### src/rtl/uart_pkg.sv
// -----------------------------------------------------------------------------
// uart_pkg
//   Shared UART definitions: receiver state encoding and the default frame
//   geometry used by the RX controller, the TX side and the tick generator.
// -----------------------------------------------------------------------------
`timescale 1ns/1ps

package uart_pkg;

   // Default sample ticks per bit period and data bits per frame.
   localparam int UART_OVERSAMPLE = 16;
   localparam int UART_DATA_BITS  = 8;

   typedef enum logic [1:0] {
      ST_IDLE  = 2'd0,
      ST_START = 2'd1,
      ST_DATA  = 2'd2,
      ST_STOP  = 2'd3
   } uart_rx_state_e;

endpackage : uart_pkg

### src/rtl/uart_sync2.sv
// -----------------------------------------------------------------------------
// uart_sync2
//   Two-flop synchronizer for an asynchronous, idle-high input. Both flops
//   reset to 1 so that a line in its idle state is not mistaken for activity
//   while the chain is coming out of reset.
//
//   Ports:
//     clk  input   system clock
//     rst  input   asynchronous, active-high reset
//     d    input   asynchronous input
//     q    output  input synchronized to clk (2 cycles of latency)
// -----------------------------------------------------------------------------
`timescale 1ns/1ps

module uart_sync2 (
   input  logic clk,
   input  logic rst,
   input  logic d,
   output logic q
);

   logic meta_q;

   // NOTE: non-blocking assignments make the second flop take the first
   // flop's pre-edge value, which is what builds the two-stage chain.
   always_ff @(posedge clk or posedge rst) begin
      if (rst) begin
         meta_q <= 1'b1;
         q      <= 1'b1;
      end else begin
         meta_q <= d;
         q      <= meta_q;
      end
   end

endmodule : uart_sync2

### src/rtl/uart_rx_ctrl.sv
// -----------------------------------------------------------------------------
// uart_rx_ctrl
//   UART receive controller. Uses a one-cycle oversampling enable to qualify
//   the start bit at its midpoint, sample each data bit at its midpoint and
//   check the stop bit, then presents the byte with a valid or framing-error
//   strobe.
//
//   Parameters:
//     OVERSAMPLE  sample ticks per bit period (even, >= 4)
//     DATA_BITS   data bits per frame (5..8), no parity, one stop bit
//
//   Ports:
//     clk          input   system clock
//     rst          input   asynchronous, active-high reset
//     sample_tick  input   one-cycle enable at OVERSAMPLE x baud rate
//     rx           input   asynchronous serial line, idle high
//     data_out     output  last received frame, LSB = first data bit
//     data_valid   output  one-cycle pulse: frame ended with stop bit = 1
//     frame_err    output  one-cycle pulse: stop bit sampled as 0
//     busy         output  high whenever a frame is in progress
// -----------------------------------------------------------------------------
`timescale 1ns/1ps

module uart_rx_ctrl
   import uart_pkg::*;
#(
   parameter int OVERSAMPLE = UART_OVERSAMPLE,
   parameter int DATA_BITS  = UART_DATA_BITS
) (
   input  logic                 clk,
   input  logic                 rst,
   input  logic                 sample_tick,
   input  logic                 rx,
   output logic [DATA_BITS-1:0] data_out,
   output logic                 data_valid,
   output logic                 frame_err,
   output logic                 busy
);

   localparam int TW = $clog2(OVERSAMPLE);
   localparam int BW = $clog2(DATA_BITS + 1);

   // Tick count at the start-bit midpoint and at the end of a full bit period.
   localparam logic [TW-1:0] TICK_MID  = TW'(OVERSAMPLE / 2 - 1);
   localparam logic [TW-1:0] TICK_LAST = TW'(OVERSAMPLE - 1);
   localparam logic [BW-1:0] BIT_LAST  = BW'(DATA_BITS - 1);

   logic                 rx_s;

   uart_rx_state_e       state_q, state_d;
   logic [TW-1:0]        tick_q,  tick_d;
   logic [BW-1:0]        bit_q,   bit_d;
   logic [DATA_BITS-1:0] shift_q, shift_d;
   logic [DATA_BITS-1:0] data_d;
   logic                 valid_d;
   logic                 ferr_d;

   uart_sync2 u_sync (
      .clk (clk),
      .rst (rst),
      .d   (rx),
      .q   (rx_s)
   );

   // State, counters and outputs all register together.
   always_ff @(posedge clk or posedge rst) begin
      if (rst) begin
         state_q    <= ST_IDLE;
         tick_q     <= '0;
         bit_q      <= '0;
         shift_q    <= '0;
         data_out   <= '0;
         data_valid <= 1'b0;
         frame_err  <= 1'b0;
      end else begin
         state_q    <= state_d;
         tick_q     <= tick_d;
         bit_q      <= bit_d;
         shift_q    <= shift_d;
         data_out   <= data_d;
         data_valid <= valid_d;
         frame_err  <= ferr_d;
      end
   end

   always_comb begin
      // NOTE: every variable starts from its hold value (strobes from 0), so
      // no branch can leave one unassigned and infer a latch.
      state_d = state_q;
      tick_d  = tick_q;
      bit_d   = bit_q;
      shift_d = shift_q;
      data_d  = data_out;
      valid_d = 1'b0;
      ferr_d  = 1'b0;

      // Nothing moves between ticks; tick gaps of any length are harmless.
      if (sample_tick) begin
         case (state_q)
            ST_IDLE: begin
               if (!rx_s) begin
                  state_d = ST_START;
                  tick_d  = TW'(1);
               end
            end

            ST_START: begin
               if (tick_q == TICK_MID) begin
                  tick_d = '0;
                  if (!rx_s) begin
                     state_d = ST_DATA;
                     bit_d   = '0;
                  end else begin
                     // Line is high again at mid-start: a glitch, not a frame.
                     state_d = ST_IDLE;
                  end
               end else begin
                  tick_d = tick_q + 1'b1;
               end
            end

            ST_DATA: begin
               // Counting restarts at mid-start, so a full period lands mid-bit.
               if (tick_q == TICK_LAST) begin
                  shift_d = {rx_s, shift_q[DATA_BITS-1:1]};
                  tick_d  = '0;
                  bit_d   = bit_q + 1'b1;
                  if (bit_q == BIT_LAST) begin
                     state_d = ST_STOP;
                  end
               end else begin
                  tick_d = tick_q + 1'b1;
               end
            end

            ST_STOP: begin
               if (tick_q == TICK_LAST) begin
                  // The byte is delivered on framing errors too.
                  data_d  = shift_q;
                  valid_d = rx_s;
                  ferr_d  = !rx_s;
                  tick_d  = '0;
                  state_d = ST_IDLE;
               end else begin
                  tick_d = tick_q + 1'b1;
               end
            end

            default: state_d = ST_IDLE;
         endcase
      end
   end

   assign busy = (state_q != ST_IDLE);

endmodule : uart_rx_ctrl

### config.mk
export PLATFORM = sky130hd
export DESIGN_NAME = uart_rx_ctrl
export DESIGN_NICKNAME = d
export VERILOG_FILES = /design/src/rtl/uart_pkg.sv /design/src/rtl/uart_sync2.sv /design/src/rtl/uart_rx_ctrl.sv
export SDC_FILE = /design/constraint.sdc
export NUM_CORES = 1
export LEC_CHECK = 0
export ABC_AREA = 1
export BUFFER_PORTS_ARGS = -buffer_cell sky130_fd_sc_hd__buf_2
export CAP_MARGIN = 40
export CORE_MARGIN = 2
export CORE_UTILIZATION = 51
export CTS_CLUSTER_DIAMETER = 100
export DETAILED_ROUTE_END_ITERATION = 10
export PLACE_DENSITY = 0.73
export REMOVE_ABC_BUFFERS = 1
export SETUP_SLACK_MARGIN = 0.5
export SYNTH_ARGS = -nofsm -noshare
export SYNTH_HDL_FRONTEND = slang
export SYNTH_SLANG_ARGS = --single-unit
export TNS_END_PERCENT = 5
### constraint.sdc
create_clock -name clk -period 1.3 [get_ports clk]
set_input_delay 0.065 -clock clk [delete_from_list [all_inputs] [get_ports clk]]
set_output_delay 0.065 -clock clk [all_outputs]
set_load 0.02 [all_outputs]
==> results of run 1 <==
-- final timing paths --
check | slack [ns] | depth (start not counted) | start | endpoint
worst min register to register | 0.36 | 0 | u_sync.meta_q | u_sync.q
worst max-delay path | -0.001 | 8 | tick_q[1] | bit_q[3]
worst max register to register | -0.001 | 8 | tick_q[1] | bit_q[3]
min in group asynchronous | 0.33 | 4 | rst | data_out[6]
worst min-delay path | 0.13 | 3 | sample_tick | frame_err
max in group asynchronous | 0.66 | 4 | rst | u_sync.q
-- cell families after synthesis --
kind of cell	Yosys count
AOI/OAI and AO/OA	25
xor gates and xnor gates	3
adders and majority gates	2
buffers and inverters	22
DFF	30
and+or+nand+nor	66
-- power by group through the flow --
stage	sequential, mW	clock, mW	combinational (mW)
global route	1.14	0.644	0.480
CTS	1.12	0.611	0.406
global placement	1.12	0	0.305
floorplan	1.11	0	0.225
finish	1.13	0.583	0.429
detailed placement	1.12	0	0.324
-- cell type report --
cell class	count	area (um2)
multi-input cells	96	632
repair buffers	26	240
clock buffers	6	51.3
fillers	210	882
clock inverters	2	12.5
inverters	19	73.8
flip-flops and latches	30	756
well taps	31	38.8
-- what timing repair did --
action,4_1_cts,5_1_grt
endpoints found under the hold margin,29,0
resized for setup,27,18
hold buffers,2,0
pin swaps,2,7
buffers inserted,3,0
endpoints found under the setup margin,39,39
-- synth_stat cells --
library cell | instances | area, um2
dfstp_2 | 2 | 52.6
o21bai_1 | 1 | 7.51
nor3b_1 | 1 | 7.51
nor2_4 | 2 | 22.5
nand2_1 | 39 | 146
nand3_1 | 7 | 35.0
nor2_1 | 8 | 30.0
a22o_1 | 1 | 8.76
inv_1 | 17 | 63.8
o21ai_0 | 6 | 30.0
nor2_2 | 2 | 12.5
ha_1 | 2 | 25.0
nor3_2 | 1 | 10.0
clkbuf_8 | 1 | 13.8
dfrtp_1 | 28 | 701
nand2_4 | 2 | 22.5
inv_4 | 1 | 6.26
inv_2 | 1 | 3.75
nand2_2 | 2 | 12.5
buf_6 | 2 | 22.5
o21ai_1 | 6 | 30.0
nand3_2 | 1 | 10.0
a22oi_1 | 1 | 7.51
xor2_1 | 3 | 26.3
o21ai_2 | 10 | 87.6
nand4_4 | 1 | 21.3
-- per-layer routing --
metal	global-route usage, %	wire length [um]
met1	22.9	1130
met2	29.9	1340
met3	8.99	127
met4	12.9	83
met5	0	0
-- stage by stage --
stage | cells | hold WS (ns) | utilization, % | setup slack, ns
6_report | 210 | 0.133 | 67.2 | -0.00143
5_1_grt | 210 | 0.117 | 67.2 | -0.0667
4_1_cts | 210 | 0.0930 | 65.3 | -0.0145
3_5_place_dp | 197 | 0.156 | 57.8 | -0.0453
3_3_place_gp | 197 | 0.146 | 57.8 | -0.0263
2_1_floorplan | 145 | 0.0695 | - | -0.0148
-- worst max-delay path, cell delays in order, from the launching register on --
cell	delay, ns
dfrtp_1	0.40
ha_4	0.19
nand3_4	0.10
nor2_4	0.12
nor2_2	0.06
nor2_4	0.14
inv_2	0.08
nand2_1	0.07
nand2_1	0.05
-- state kept, by name, summed over array words and instances, names as in the netlist, named ones only --
signal and count:
data_out 8, bit_q 4, u_sync.q 1, frame_err 1, shift_q 8, state_q 1, tick_q 4, u_sync.meta_q 1
data_valid 1
==> flow_summary_export.csv, run 1 <==
group,metric,value,unit
placed_design,portBuffers,14,
logic_synthesis,synth_xor_xnor_area_share,1.86,%
logic_synthesis,synth_top_family_by_area,"simple AND/OR/NAND/NOR gates",
power,cellLeakagePower,0.831,nW
timing,setup_ws,-0.00143,ns
logic_synthesis,avgSynthCellArea,9.57,um2
finish,finalInstanceArea,0.00180,mm2
timing,drv_slew,0,
timing,max_slew_margin,75.5,%
logic_synthesis,synth_cell_type_count,26,
floorplanning,fp.dieH,56.7,um
finish,final_cell_mix,"31 x nand2_1, 26 x dfrtp_1, 15 x inv_1",
finish,synthToLayoutAreaGrowth,27.4,%
route,antenna_left,0,
placed_design,placed_area,0.00155,mm2
timing,hold_viol,0,
clocking,h-tree-depth,2,
power,pwr-share-clk,27.2,%
worst_setup_path,crit_path_end_kind,"register",
route,viasPerCell,5.13,
power,switching_share,30.3,%
grt,grt_usage,19.9,%
power,pwr_density_cell,1190,mW/mm2
grt,overflow,0,
grt,grt_pass1_vias,1107,
floorplanning,ios,15,
power,combPwrFrac,20.1,%
status,outcome,"finished with violations",
timing,fin_crit_sh,100,%
logic_synthesis,synthSimpleGateAreaFrac,23.3,%
worst_setup_path,path_max_fanout,6,
run,maxCapViolCount,0,
clocking,worstSkewPairLatency,0.33,ns
power,vdd_drop_max,1.28,mV
timing,worstMarginPinSlew,0.368,ns
logic_synthesis,synth_compound_area_share,12.1,%
floorplanning,die_x,56.7,um
worst_setup_path,cp-start-kind,"register",
power,fin_total_pwr,2.14,mW
finish,final_common_cell,"nand2_1",
clocking,cts.clk_slew.worst_paths,0.09,ns
grt,grt_max_degree,31,
floorplanning,dieArea,0.00321,mm2
route,vias,1077,
worst_setup_path,crit_required,1.53,ns
worst_setup_path,arrival,1.53,ns
timing,finalCriticalPeriod,1.30,ns
floorplanning,coreArea,0.00269,mm2
route,firstDrtPassIters,3,
clocking,cts_buffers,5,
timing,finalClockSkew,0.00259,ns
clocking,cts_tree,"yes",
power,internal-power,1.49,mW
route,drt_wl_total,2680,um
logic_synthesis,seq_area_frac_synth,53.2,%
logic_synthesis,yosysWarningCount,0,
status,violations,"negative setup slack",
logic_synthesis,synth_area,0.00142,mm2
grt,grt_pass1_wl,4730,um
floorplanning,start_util,52.7,%
worst_setup_path,worstSetupPathType,"reg2reg",
placed_design,hpwl,1760,um
grt,antenna_found_initial,0,
power,seq_power_share,52.7,%
route,drtIter0Drc,45,
timing,rsz0062_at_grt,"yes",
logic_synthesis,synth_seq_cells,30,
logic_synthesis,synth_mux_area_share,0,%
hold_path,hp-class,"in2reg",
timing,finalSetupViolCount,1,
placed_design,gp_congestion,0.885,
clocking,cts-root-buf,"clkbuf_4",
timing,clock.fmax,768,MHz
logic_synthesis,postSynthCellCount,148,
finish,drive_gt1_share,41.3,%
power,p_sw,0.649,mW
clocking,clk_path_buf_depth,2,
route,drc,0,
clocking,clkSinkCount,30,
route,wire_per_inst,12.8,um
finish,nets,184,
floorplanning,row_count,19,
timing,fin_setup_tns,-0.00143,ns
logic_synthesis,synthAdderAreaFrac,1.77,%
finish,insertedDiodeCount,0,
(Power assumes the default switching activity.)
==> inputs of run 2 (changes only) <==
- CORE_ASPECT_RATIO: default -> 0.7
==> flow_summary_export.csv, run 2 (synthesized netlist as in run 1, its figures left out) <==
group,metric,value,unit
grt,grt_pass1_wl,4550,um
floorplanning,coreArea,0.00255,mm2
timing,finalClockSkew,0.00626,ns
floorplanning,dieArea,0.00322,mm2
finish,final_common_cell,"nand2_1",
clocking,clkSinkCount,30,
route,drc,0,
timing,worstMarginPinSlew,0.273,ns
placed_design,gp_congestion,0.874,
timing,hold_viol,0,
finish,insertedDiodeCount,0,
floorplanning,ios,15,
timing,rsz0062_at_grt,"yes",
power,combPwrFrac,19.8,%
timing,max_slew_margin,81.8,%
power,switching_share,28.6,%
floorplanning,start_util,55.5,%
clocking,cts_tree,"yes",
timing,setup_ws,-0.0316,ns
route,viasPerCell,5.18,
worst_setup_path,critPathMostFrequentCell,"nand2_1",
timing,fin_crit_sh,102,%
floorplanning,fp.dieH,48.1,um
timing,finalCriticalPeriod,1.33,ns
worst_setup_path,cp_top_family,"simple AND/OR/NAND/NOR gates",
finish,top_regs,"data_out (8), shift_q (8)",
worst_setup_path,crit_required,1.46,ns
worst_setup_path,crit_path_end_kind,"register",
power,pwr-share-clk,30.4,%
worst_setup_path,max_stage_delay,0.40,ns
finish,nets,186,
worst_setup_path,arrival,1.49,ns
worst_setup_path,cp-start-kind,"register",
worst_setup_path,slowest_stage,"dfrtp_1",
grt,antenna_found_initial,0,
hold_path,hp-class,"in2reg",
finish,drive_gt1_share,40.9,%
power,cellLeakagePower,0.857,nW
route,vias,1114,
floorplanning,die_x,67.0,um
grt,grt_usage,19.8,%
route,firstDrtPassIters,4,
route,drt_wl_total,3000,um
clocking,clk_path_buf_depth,2,
finish,final_cell_mix,"29 x nand2_1, 26 x dfrtp_1, 15 x inv_1",
timing,clock.fmax,751,MHz
finish,finalInstanceArea,0.00188,mm2
placed_design,placed_area,0.00157,mm2
grt,grt_max_degree,31,
clocking,h-tree-depth,2,
grt,overflow,0,
route,drtIter0Drc,78,
floorplanning,row_count,15,
route,antenna_left,0,
worst_setup_path,crit_buf_inv,1,
timing,hold_ws,0.221,ns
power,seq_power_share,49.8,%
timing,drv_slew,0,
power,p_sw,0.650,mW
power,pwr_density_cell,1210,mW/mm2
route,wire_per_inst,13.9,um
finish,synthToLayoutAreaGrowth,32.8,%
worst_setup_path,worstPathCellList,"ha_4 -> nand3_2 -> nand2_2 -> nand2_4 -> nor2_4 -> inv_2 -> nand2_1 -> nand2_1",
placed_design,hpwl,1990,um
power,vdd_drop_max,0.833,mV
grt,grt_pass1_vias,1007,
placed_design,portBuffers,14,
worst_setup_path,path_max_fanout,6,
power,internal-power,1.62,mW
clocking,cts.clk_slew.worst_paths,0.06,ns
clocking,cts_buffers,5,
timing,finalSetupViolCount,4,
run,maxCapViolCount,0,
status,outcome,"finished with violations",
worst_setup_path,worstSetupPathType,"reg2reg",
status,violations,"negative setup slack",
clocking,cts-root-buf,"clkbuf_8",
clocking,worstSkewPairLatency,0.27,ns
==> run 2: cell count changes in the layout (fill, tap and decap cells not counted), moves of 3 or more <==
cell / previous run / this run
nand2_2: 8 / 3
clkbuf_4: 5 / 0
nand2_4: 3 / 10
clkbuf_1: 0 / 3
clkbuf_8: 1 / 5
==> run 2: layout make-up <==
type	instances	area (um2)
multi-input combinational	96	663
inverter	19	73.8
tap	34	42.5
timing repair buffer	28	265
sequential	30	756
clock buffer	8	80.1
fill	181	672
==> run 2: worst reg2reg max path: cells and delay by family, from the launching register on <==
kind,cells,cell delay (ns)
and+or+nand+nor,6,0.55
DFF,1,0.40
adders and majority gates,1,0.18
buffers and inverters,1,0.08
==> run 2: path summary, 6_finish.rpt <==
check,start,endpoint,slack [ns],cells after the start
worst max register to register,tick_q[1],bit_q[2],-0.03,8
min in group asynchronous,rst,data_valid,0.43,4
worst max-delay path,tick_q[1],bit_q[2],-0.03,8
worst min-delay path,sample_tick,shift_q[0],0.22,3
worst min register to register,u_sync.meta_q,u_sync.q,0.36,0
max in group asynchronous,rst,u_sync.q,0.58,4
==> run 2: layer usage <==
| layer | share of wire [%] | global-route usage (%) |
|---|---|---|
| met5 | 0 | 0 |
| met4 | 0.37 | 4.49 |
| met3 | 5.7 | 7.85 |
| met2 | 50 | 31.0 |
| met1 | 44 | 26.7 |
==> run 2: stage by stage <==
| stage | instances | setup TNS, ns | setup WS, ns | total power, mW | utilization, % |
|---|---|---|---|---|---|
| after global placement | 201 | -0.0617 | -0.0259 | 1.44 | 61.3 |
| after CTS | 212 | -0.0932 | -0.0330 | 2.21 | 69.3 |
| after floorplan | 145 | -0.118 | -0.0148 | 1.33 | - |
| after detailed placement | 201 | -0.786 | -0.100 | 1.46 | 61.3 |
| after global routing | 215 | -0.699 | -0.0817 | 2.39 | 73.7 |
| final | 215 | -0.0655 | -0.0316 | 2.27 | 73.7 |
==> run 2: power groups by stage <==
stage	logic [mW]	registers (mW)	clock network [mW]
global route	0.483	1.14	0.765
detailed placement	0.348	1.11	0
finish	0.449	1.13	0.692
global placement	0.322	1.11	0
CTS	0.384	1.12	0.702
floorplan	0.225	1.11	0
==> run 2: timing repair <==
item,CTS,global route
endpoints found under the hold margin,29,0
pin swaps,3,9
hold buffers,2,0
buffers inserted,1,3
setup endpoints to repair,39,45
gates resized for setup,28,26
==> inputs of run 3 (changes only) <==
- CORE_MARGIN: 2 -> default
==> flow_summary_export.csv, run 3 (synthesized netlist as in run 1, its figures left out) <==
group,metric,value,unit
route,viasPerCell,5.09,
grt,grt_usage,22.3,%
floorplanning,start_util,55.5,%
grt,grt_max_degree,31,
grt,overflow,0,
clocking,h-tree-depth,2,
clocking,cts-root-buf,"clkbuf_8",
floorplanning,fp.dieH,46.1,um
worst_setup_path,path_max_fanout,4,
floorplanning,coreArea,0.00255,mm2
worst_setup_path,ff2ff_path_depth,8,
power,pwr_density_cell,1270,mW/mm2
finish,drive_gt1_share,36.3,%
floorplanning,ios,15,
finish,top_regs,"data_out (8), shift_q (8)",
clocking,clkSinkCount,30,
worst_setup_path,r2r_start,"tick_q[1]",
worst_setup_path,slowest_stage,"dfrtp_1",
timing,fin_crit_sh,105,%
finish,synthToLayoutAreaGrowth,26.9,%
worst_setup_path,max_stage_delay,0.40,ns
clocking,worstSkewPairLatency,0.28,ns
placed_design,hpwl,2000,um
worst_setup_path,crit_required,1.47,ns
run,maxCapViolCount,0,
worst_setup_path,r2r_end,"bit_q[1]",
timing,finalSetupViolCount,7,
finish,num-fill-cells,204,
status,violations,"negative setup slack",
route,drtIter0Drc,107,
route,vias,1099,
route,firstDrtPassIters,5,
power,fin_total_pwr,2.28,mW
worst_setup_path,crit_cells,8,
finish,nets,187,
timing,worstMarginPinSlew,0.312,ns
worst_setup_path,reg2reg_slack,-0.06,ns
timing,rsz0062_at_grt,"yes",
worst_setup_path,worstPathCellList,"ha_4 -> nand3_2 -> nand2_2 -> nand2_4 -> nor2_4 -> inv_2 -> nand2_1 -> nand2_1",
worst_setup_path,cp_top_family,"simple AND/OR/NAND/NOR gates",
worst_setup_path,cp-startpoint,"tick_q[1]",
worst_setup_path,worstSetupPathType,"reg2reg",
grt,grt_pass1_vias,985,
hold_path,hp-class,"in2reg",
hold_path,hold_path_depth,3,
floorplanning,row_count,15,
clocking,cts.clk_slew.worst_paths,0.06,ns
route,antenna_left,0,
power,internal-power,1.62,mW
timing,finalClockSkew,0.00640,ns
timing,setup_ws,-0.0595,ns
timing,max_slew_margin,79.1,%
worst_setup_path,crit_buf_inv,1,
finish,final_cell_mix,"36 x nand2_1, 26 x dfrtp_1, 17 x inv_1",
status,outcome,"finished with violations",
timing,drv_slew,0,
clocking,cts_buffers,5,
finish,final_common_cell,"nand2_1",
worst_setup_path,critPathMostFrequentCell,"nand2_1",
route,drc,0,
timing,hold_viol,0,
timing,finalCriticalPeriod,1.36,ns
grt,antenna_found_initial,0,
power,vdd_drop_max,0.820,mV
floorplanning,die_x,65.0,um
worst_setup_path,arrival,1.53,ns
power,cellLeakagePower,0.855,nW
timing,clock.fmax,736,MHz
route,drt_wl_total,2960,um
floorplanning,dieArea,0.00300,mm2
grt,grt_pass1_wl,4590,um
clocking,clk_path_buf_depth,2,
power,combPwrFrac,20.1,%
worst_setup_path,cp-start-kind,"register",
clocking,cts_tree,"yes",
route,wire_per_inst,13.7,um
power,p_sw,0.654,mW
power,switching_share,28.7,%
placed_design,portBuffers,14,
worst_setup_path,crit_end,"bit_q[1]",
power,seq_power_share,49.6,%
power,pwr-share-clk,30.3,%
placed_design,place_ws,-0.0731,ns
finish,multi_input_area,612,um2
finish,seq_area,756,um2
placed_design,gp_congestion,0.863,
worst_setup_path,crit_path_end_kind,"register",
finish,insertedDiodeCount,0,
==> run 3: cell count changes in the layout (fill, tap and decap cells not counted), moves of 2 or more <==
cell	before	now
buf_6	12	7
buf_2	3	11
nand2_4	10	2
inv_1	15	17
buf_4	10	8
inv_2	3	1
nand2_1	29	36
==> run 3: what timing repair did <==
action,4_1_cts,5_1_grt
gates cloned,0,0
hold buffers,2,0
pin swaps,8,8
hold endpoints to repair,29,0
gates resized for setup,12,13
endpoints found under the setup margin,39,43
setup buffers,4,1
==> run 3: worst reg2reg max path, cell delays in order (launching register included) <==
cell and delay (ns):
dfrtp_1 0.40, ha_4 0.18, nand3_2 0.09, nand2_2 0.12, nand2_4 0.08, nor2_4 0.19
inv_2 0.08, nand2_1 0.07, nand2_1 0.05
==> run 3: worst min path at each step <==
stage,from,to,slack (ns)
final,sample_tick,shift_q[0],0.21
after global routing,sample_tick,shift_q[7],0.22
after CTS,sample_tick,shift_q[7],0.19
after detailed placement,rst,data_out[1],0.15
after global placement,rst,data_out[2],0.15
after floorplan,rx,u_sync.meta_q,0.07
==> run 3: final cells by class <==
cell class	instances	share of cell area (%)
inverters	19	4.11
well taps	34	2.37
flip-flops and latches	30	42.0
multi-input cells	96	34.0
repair buffers	29	13.0
clock buffers	8	4.45
==> run 3: metrics by stage <==
step	instance area (um2)	utilization [%]	setup TNS, ns	cells	hold WS (ns)
floorplan	1380	-	-0.118	145	0.0695
global placement	1570	61.3	-0.0275	201	0.149
detailed placement	1570	61.3	-0.377	201	0.154
CTS	1740	68.3	-0.0557	215	0.191
global route	1800	70.4	-1.06	216	0.221
finish	1800	70.4	-0.220	216	0.211
==> run 3: routing by layer <==
layer	global-route usage, %	routed length (um)	part of all wire, %
met3	8.42	166	5.6
met4	9.33	43	1.5
met5	0	0	0
met2	34.6	1450	49
met1	28.4	1300	44
==> run 3: power by group through the flow <==
stage	logic, mW	registers [mW]	clock network (mW)
after CTS	0.400	1.12	0.713
after global routing	0.501	1.14	0.757
final	0.458	1.13	0.690
after global placement	0.322	1.11	0
after detailed placement	0.345	1.12	0
after floorplan	0.225	1.11	0
